**src/rtl/sram_arbiter.sv**
```systemverilog
// Round-robin arbiter that shares one single-port, synchronous-read SRAM
// between NUM_REQ requesters.
//
// A requester holds req until its access is accepted. While it also holds
// lock, it keeps the grant for a burst of up to MAX_BURST accesses.
// Read data is passed straight through from the SRAM. rvalid tags that data
// with the requester that issued the read, one cycle after the access.
//
// state | meaning
// IDLE  | no owner, no sram access; pick next owner round-robin from rr_ptr
// GRANT | owner holds gnt; one sram access per cycle while req[owner] is high
module sram_arbiter #(
    parameter int NUM_REQ    = 4,
    parameter int ADDR_WIDTH = 4,
    parameter int DATA_WIDTH = 8,
    parameter int MAX_BURST  = 8
) (
    input  logic                          clk,
    input  logic                          rst_n,
    input  logic [NUM_REQ-1:0]            req,
    input  logic [NUM_REQ-1:0]            lock,
    input  logic [NUM_REQ-1:0]            we,
    input  logic [NUM_REQ*ADDR_WIDTH-1:0] addr,
    input  logic [NUM_REQ*DATA_WIDTH-1:0] din,
    output logic [NUM_REQ-1:0]            gnt,
    output logic [NUM_REQ-1:0]            rvalid,
    output logic [DATA_WIDTH-1:0]         rdata,
    output logic                          sram_cs,
    output logic                          sram_we,
    output logic [ADDR_WIDTH-1:0]         sram_addr,
    output logic [DATA_WIDTH-1:0]         sram_din,
    input  logic [DATA_WIDTH-1:0]         sram_dout
);

    localparam int PTR_W = $clog2(NUM_REQ);
    // One spare count value keeps the width non-zero when MAX_BURST is 1.
    localparam int CNT_W = $clog2(MAX_BURST + 1);

    typedef enum logic {
        IDLE  = 1'b0,
        GRANT = 1'b1
    } state_t;

    state_t             state_q,     state_d;
    logic [PTR_W-1:0]   owner_q,     owner_d;
    logic [PTR_W-1:0]   rr_ptr_q,    rr_ptr_d;
    logic [CNT_W-1:0]   burst_cnt_q, burst_cnt_d;
    logic [NUM_REQ-1:0] gnt_q,       gnt_d;
    logic [NUM_REQ-1:0] rvalid_q,    rvalid_d;

    logic               access;
    logic [PTR_W-1:0]   pick;
    logic               found;
    int                 scan_idx;

    // The owner performs an access in every GRANT cycle in which it still requests.
    assign access = (state_q == GRANT) && req[owner_q];

    // Round-robin search: the first requester at or after rr_ptr, wrapping at NUM_REQ.
    always_comb begin
        pick     = '0;
        found    = 1'b0;
        scan_idx = 0;
        for (int k = 0; k < NUM_REQ; k++) begin
            scan_idx = int'(rr_ptr_q) + k;
            if (scan_idx >= NUM_REQ) begin
                scan_idx = scan_idx - NUM_REQ;
            end
            if (!found && req[PTR_W'(scan_idx)]) begin
                found = 1'b1;
                pick  = PTR_W'(scan_idx);
            end
        end
    end

    // Next-state logic for the grant FSM, the burst counter and the read tag.
    always_comb begin
        state_d     = state_q;
        owner_d     = owner_q;
        rr_ptr_d    = rr_ptr_q;
        burst_cnt_d = burst_cnt_q;
        gnt_d       = gnt_q;
        rvalid_d    = '0;
        case (state_q)
            IDLE: begin
                gnt_d = '0;
                if (found) begin
                    owner_d        = pick;
                    gnt_d[pick]    = 1'b1;
                    burst_cnt_d    = '0;
                    state_d        = GRANT;
                end
            end
            GRANT: begin
                if (access) begin
                    rvalid_d[owner_q] = ~we[owner_q];
                    burst_cnt_d       = burst_cnt_q + 1'b1;
                end
                // Release if the owner stopped requesting, is not locking, or has used up its burst.
                if (!access || !lock[owner_q] ||
                    (burst_cnt_q == CNT_W'(MAX_BURST - 1))) begin
                    state_d  = IDLE;
                    gnt_d    = '0;
                    // The owner just released drops to the lowest priority.
                    rr_ptr_d = (owner_q == PTR_W'(NUM_REQ - 1)) ? '0 : owner_q + 1'b1;
                end
            end
            default: begin
                state_d = IDLE;
                gnt_d   = '0;
            end
        endcase
    end

    // State registers; reset drops any grant in progress and any pending rvalid.
    always_ff @(posedge clk or negedge rst_n) begin
        if (!rst_n) begin
            state_q     <= IDLE;
            owner_q     <= '0;
            rr_ptr_q    <= '0;
            burst_cnt_q <= '0;
            gnt_q       <= '0;
            rvalid_q    <= '0;
        end else begin
            state_q     <= state_d;
            owner_q     <= owner_d;
            rr_ptr_q    <= rr_ptr_d;
            burst_cnt_q <= burst_cnt_d;
            gnt_q       <= gnt_d;
            rvalid_q    <= rvalid_d;
        end
    end

    assign gnt       = gnt_q;
    assign rvalid    = rvalid_q;
    assign rdata     = sram_dout;
    assign sram_cs   = access;
    assign sram_we   = access & we[owner_q];
    assign sram_addr = addr[owner_q*ADDR_WIDTH +: ADDR_WIDTH];
    assign sram_din  = din[owner_q*DATA_WIDTH +: DATA_WIDTH];

endmodule

```
**config.mk**
```make
export PLATFORM = sky130hd
export DESIGN_NAME = sram_arbiter
export DESIGN_NICKNAME = d
export VERILOG_FILES = /design/src/rtl/sram_arbiter.sv
export SDC_FILE = /design/constraint.sdc
export NUM_CORES = 1
export LEC_CHECK = 0
export ABC_CLOCK_PERIOD_IN_PS = 1930
export BUFFER_PORTS_ARGS = -buffer_cell sky130_fd_sc_hd__buf_2
export CAP_MARGIN = 20
export CORE_MARGIN = 3
export CORE_UTILIZATION = 30
export DETAILED_ROUTE_END_ITERATION = 12
export PLACE_DENSITY = 0.71
export SYNTH_ARGS = -nofsm -noshare
export SYNTH_HDL_FRONTEND = slang
export SYNTH_SLANG_ARGS = --single-unit
export TNS_END_PERCENT = 5
```
**constraint.sdc**
```tcl
create_clock -name clk -period 1.93 [get_ports clk]
set_input_delay 0.386 -clock clk [delete_from_list [all_inputs] [get_ports clk]]
set_output_delay 0.386 -clock clk [all_outputs]
set_load 0.005 [all_outputs]
```
# Word-level counts from Yosys, hierarchy flattened
# Index checks and enable logic that the tools add are counted.
[op_classes] addsub=9 magnitude_cmp=12 eq_ne=5 shift=2 n_mux=46 bitwise_logic=4 n_reduce_logical=16
[op_table] op="$shiftx A32 B6 Y8" count=1
[op_table] op="$mux W4" count=6
[op_table] op="$mux W1" count=19
[op_table] op="$mux W2" count=9
[op_table] op="$lt A2 B4 Y1 const B" count=4
[op_table] op="$pmux W4 S2" count=2
[op_table] op="$shiftx A16 B5 Y4" count=1
[op_table] op="$bmux W1 S2" count=7
[op_table] op="$ge A3 B3 Y1 const B" count=3
[op_table] op="$sub A2 B1 Y2 const B" count=4
[op_table] op="$add A2 B2 Y3 const B" count=2
[op_table] op="$logic_and A1 B1 Y1" count=6
[op_table] op="$lt A2 B3 Y1 const B" count=2
[op_table] op="$reduce_and A2 Y1" count=3
[op_table] op="$logic_not A1 Y1" count=5
[op_table] op="$add A4 B1 Y4 const B" count=1
[op_table] op="$and A4 B4 Y4" count=1
[op_table] op="$demux W1 S2" count=2
[op_table] op="$eq A4 B3 Y1 const B" count=1
[op_table] op="$ge A2 B1 Y1 const B" count=2
[op_table] op="$ne A2 B1 Y1 const B" count=2
[op_table] op="$add A2 B1 Y3 const B" count=1
[op_table] op="$ge A2 B3 Y1 const B" count=1
[op_table] op="$add A2 B1 Y2 const B" count=1
[op_table] op="other kinds (6)" count=8
[word_totals] reg_bits=17 out_inout_bits=30 word_cells=100

# Depth between registers and ports, before layout
[logic_depth] word_depth=21 mapped_depth=6 depth_no_buf=5

# Worst setup path before layout
# OpenSTA, ideal clock, no wires.
[synth_timing] path_kind="reg2out" startpoint="register owner_q[0]" endpoint="output sram_addr[0]" arrival_time_ps=1311 setup_slack_ps=233 path_stages_with_launch=4 cell_sequence="dfrtp_1 > buf_6 > buf_2 > mux4_2"
[synth_via] elab_chain_cells=1
[synth_lines] item="start, declared" line="45" rtl="logic [PTR_W-1:0] owner_q, owner_d;"
[synth_lines] item="start signal, assigned" line="126" rtl="owner_q <= owner_d;"
[synth_lines] item="$shiftx A16 B5 Y4" line="139" rtl="assign sram_addr = addr[owner_q*ADDR_WIDTH +: ADDR_WIDTH];"
[synth_lines] item="end, declared" line="30" rtl="output logic [ADDR_WIDTH-1:0] sram_addr,"
# No other way between the ends.

# Worst setup path after layout
[layout_timing] startpoint="register owner_q[0]" endpoint="output sram_din[7]"
[layout_via] elab_chain_cells=1
[layout_lines] item="$shiftx A32 B6 Y8" line="140" rtl="assign sram_din = din[owner_q*DATA_WIDTH +: DATA_WIDTH];"
[layout_lines] item="end, declared" line="31" rtl="output logic [DATA_WIDTH-1:0] sram_din,"
# No other way between the ends.

==> results.ini <==
[status]
outcome = completed

[synthesis]
netlist_top_cells_count = dfrtp_1, mux4_2, buf_4
syn_area_per_cell_sq_um = 12.2
synth.distinct_cells = 34
synth-seq-cells = 17
synth.largest_area_cell = dfrtp_1
yosysMostFrequentCell = dfrtp_1
netlist_instances = 105
netlist.area_leader.share_pct = 33.3
synth_edf_count = 0
synth_ff_type = dfrtp_1
synth_area_leaders = dfrtp_1, mux4_2, mux4_1, buf_4, ha_1
synthArstFlopShare_pct = 100
syn-num-nets = 180
seq_area_frac_synth_pct = 33.3
synth.cell_area_sq_um = 1280
yosysWarnings = 0

[timing]
tightest_slew_ps = 493
slew_viol_final = 0
rsz0062_at_grt = true
slew-limit-headroom_pct = 67.0
fin_ws_ps = 30.4
fin_skew_ps = 2.81
max_freq_ghz = 0.526
setup_viol = 0
tns_ps = 0
timing_hold_violations_final = 0
timing.final.crit_share_pct = 98.4
layout_min_cycle_time_ps = 1900

[worst_hold_path]
min_path_type = in2async

[pwr]
p_per_area_nw_per_um2 = 1240
internal_power_mw = 1.39
p_comb_share_pct = 61.0
switching_share_pct = 37.1
peakVddDrop_mv = 0.474
power.total_mw = 2.21
p_switching_mw = 0.820
power.share.clock_pct = 11.8
power_frac_seq_pct = 27.2
power_leakage_nw = 0.908

[clock_tree]
cts_tree = built
numClockSinks = 17
cts_made_buffers = 3
holdBufCountCts = 0
clkTransAtPathRegs_ps = 70
clock_latency_ps = 250
clockRootBuffer = clkbuf_8
cts_buffer_depth = 2
ctsHtreeMaxLevel = 1

[grt]
grt_overflow = 0
grt_use_total_pct = 13.9
grt_pass1_wl_mm = 5.54
grt_max_degree = 18
first_global_vias = 1246
antenna_found_initial = 0

[placement]
place_ws_ps = 149
dp_hpwl_mm = 3.09
port_buffers = 83
globalplace.congestion = 0.753

[final_layout]
diodes = 0
nets = 262
area.growth.synth_to_final_pct = 39.9
drive_above_1_share_pct = 59.1

[flow_run]
drv_cap = 0

[setup_path]
critPathLaunchType = flip-flop
required_ps = 1540
endpoint_kind = primary output
slowest_delay_ps = 520
path_max_fanout = 8
path_class = reg2out
arrival_ps = 1510
crit_slowest_cell = mux4_2
path_cells = buf_8 -> mux4_2 -> buf_2

[routing]
drc_errors = 0
drtIter0Drc = 24
wl_per_cell_microns = 15.8
ant_nets = 0
drt_pass1_iterations = 2
viasPerCell = 4.92
routed_wirelength_mm = 3.73
vias = 1161

[die]
start_util_pct = 31.5
die-area_sq_um = 5080
row_count = 23
die_h_microns = 71.3
core-area_sq_um = 4060
io_pins = 100
die_w_microns = 71.3

[registers in the layout (all words and copies together), names as in the netlist]
signal       cells
burst_cnt_q      4
gnt              4
state_q          1
owner_q          2
rr_ptr_q         2
rvalid           4
[metrics by stage]
step	instances	utilization [%]	hold WS, ps	instance area (sq um)
2_1_floorplan	105	-	90.4	1280
3_3_place_gp	229	41.7	321	1690
3_5_place_dp	229	41.7	331	1690
4_1_cts	234	43.4	54.5	1760
5_1_grt	236	44.0	70.3	1790
6_report	236	44.0	46.0	1790
[what timing repair did]
action	4_1_cts	5_1_grt
setup endpoints to repair	14	9
gates resized for setup	4	3
pin swaps	0	1
buffers inserted	1	2
[power by group through the flow]
stage | Clock [mW] | Sequential (mW) | Combinational (mW)
global route | 0.289 | 0.618 | 1.47
finish | 0.260 | 0.600 | 1.35
global placement | 0 | 0.597 | 1.23
floorplan | 0 | 0.565 | 0.874
detailed placement | 0 | 0.598 | 1.26
CTS | 0.269 | 0.595 | 1.31
[per-layer routing]
| metal | global-route usage [%] | share of wire (%) |
|---|---|---|
| met1 | 13.1 | 33 |
| met2 | 27.3 | 52 |
| met3 | 4.91 | 11 |
| met4 | 4.59 | 3.5 |
| met5 | 0 | 0 |
[placed cells by master (no fill, tap or decap), types with 3 or more instances in the layout]
master    instances
o21ai_0           6
a21oi_1           3
buf_2            83
buf_4             4
nor2_1            4
ha_1              5
nor2b_1           3
mux4_2           10
mux2i_1           3
and2_1            4
dfrtp_1          16
clkbuf_8          3
mux4_1            4
inv_1             7
[cell families (layout without fill, tap and decap cells)]
family / Yosys count / in the layout / share of synthesized area, %
multiplexers: 19 / 19 / 30.0
buffers and inverters: 20 / 101 / 9.30
adder cells (fa/ha/maj): 5 / 5 / 4.90
AO/OA/AOI/OAI: 24 / 24 / 13.8
AND/OR/NAND/NOR: 20 / 20 / 8.72
flip-flops: 17 / 17 / 33.3
[critical path: cells and delay by family, from the launching register on]
family | cells | cell delay, ps
buffers and inverters | 2 | 310
flip-flops | 1 | 430
multiplexers | 1 | 520
[cell type report]
type	instances	area, sq um
fill	392	2270
multi-input combinational	68	742
timing repair buffer	90	483
sequential	17	427
tap	50	62.6
clock buffer	3	41.3
inverter	7	26.3
clock inverter	1	5.00
[path summary, 6_finish.rpt]
kind	start	cells after the start	slack, ps	endpoint
worst max-delay path	owner_q[0]	3	30	sram_din[7]
worst min-delay path	rst_n	1	50	rr_ptr_q[1]
worst max register to register	owner_q[0]	6	190	rr_ptr_q[0]
worst min register to register	gnt[2]	1	510	gnt[2]
max in group asynchronous	rst_n	1	1590	owner_q[0]
min in group clk	gnt[2]	1	510	gnt[2]
Power figures use the tool's default switching activity.
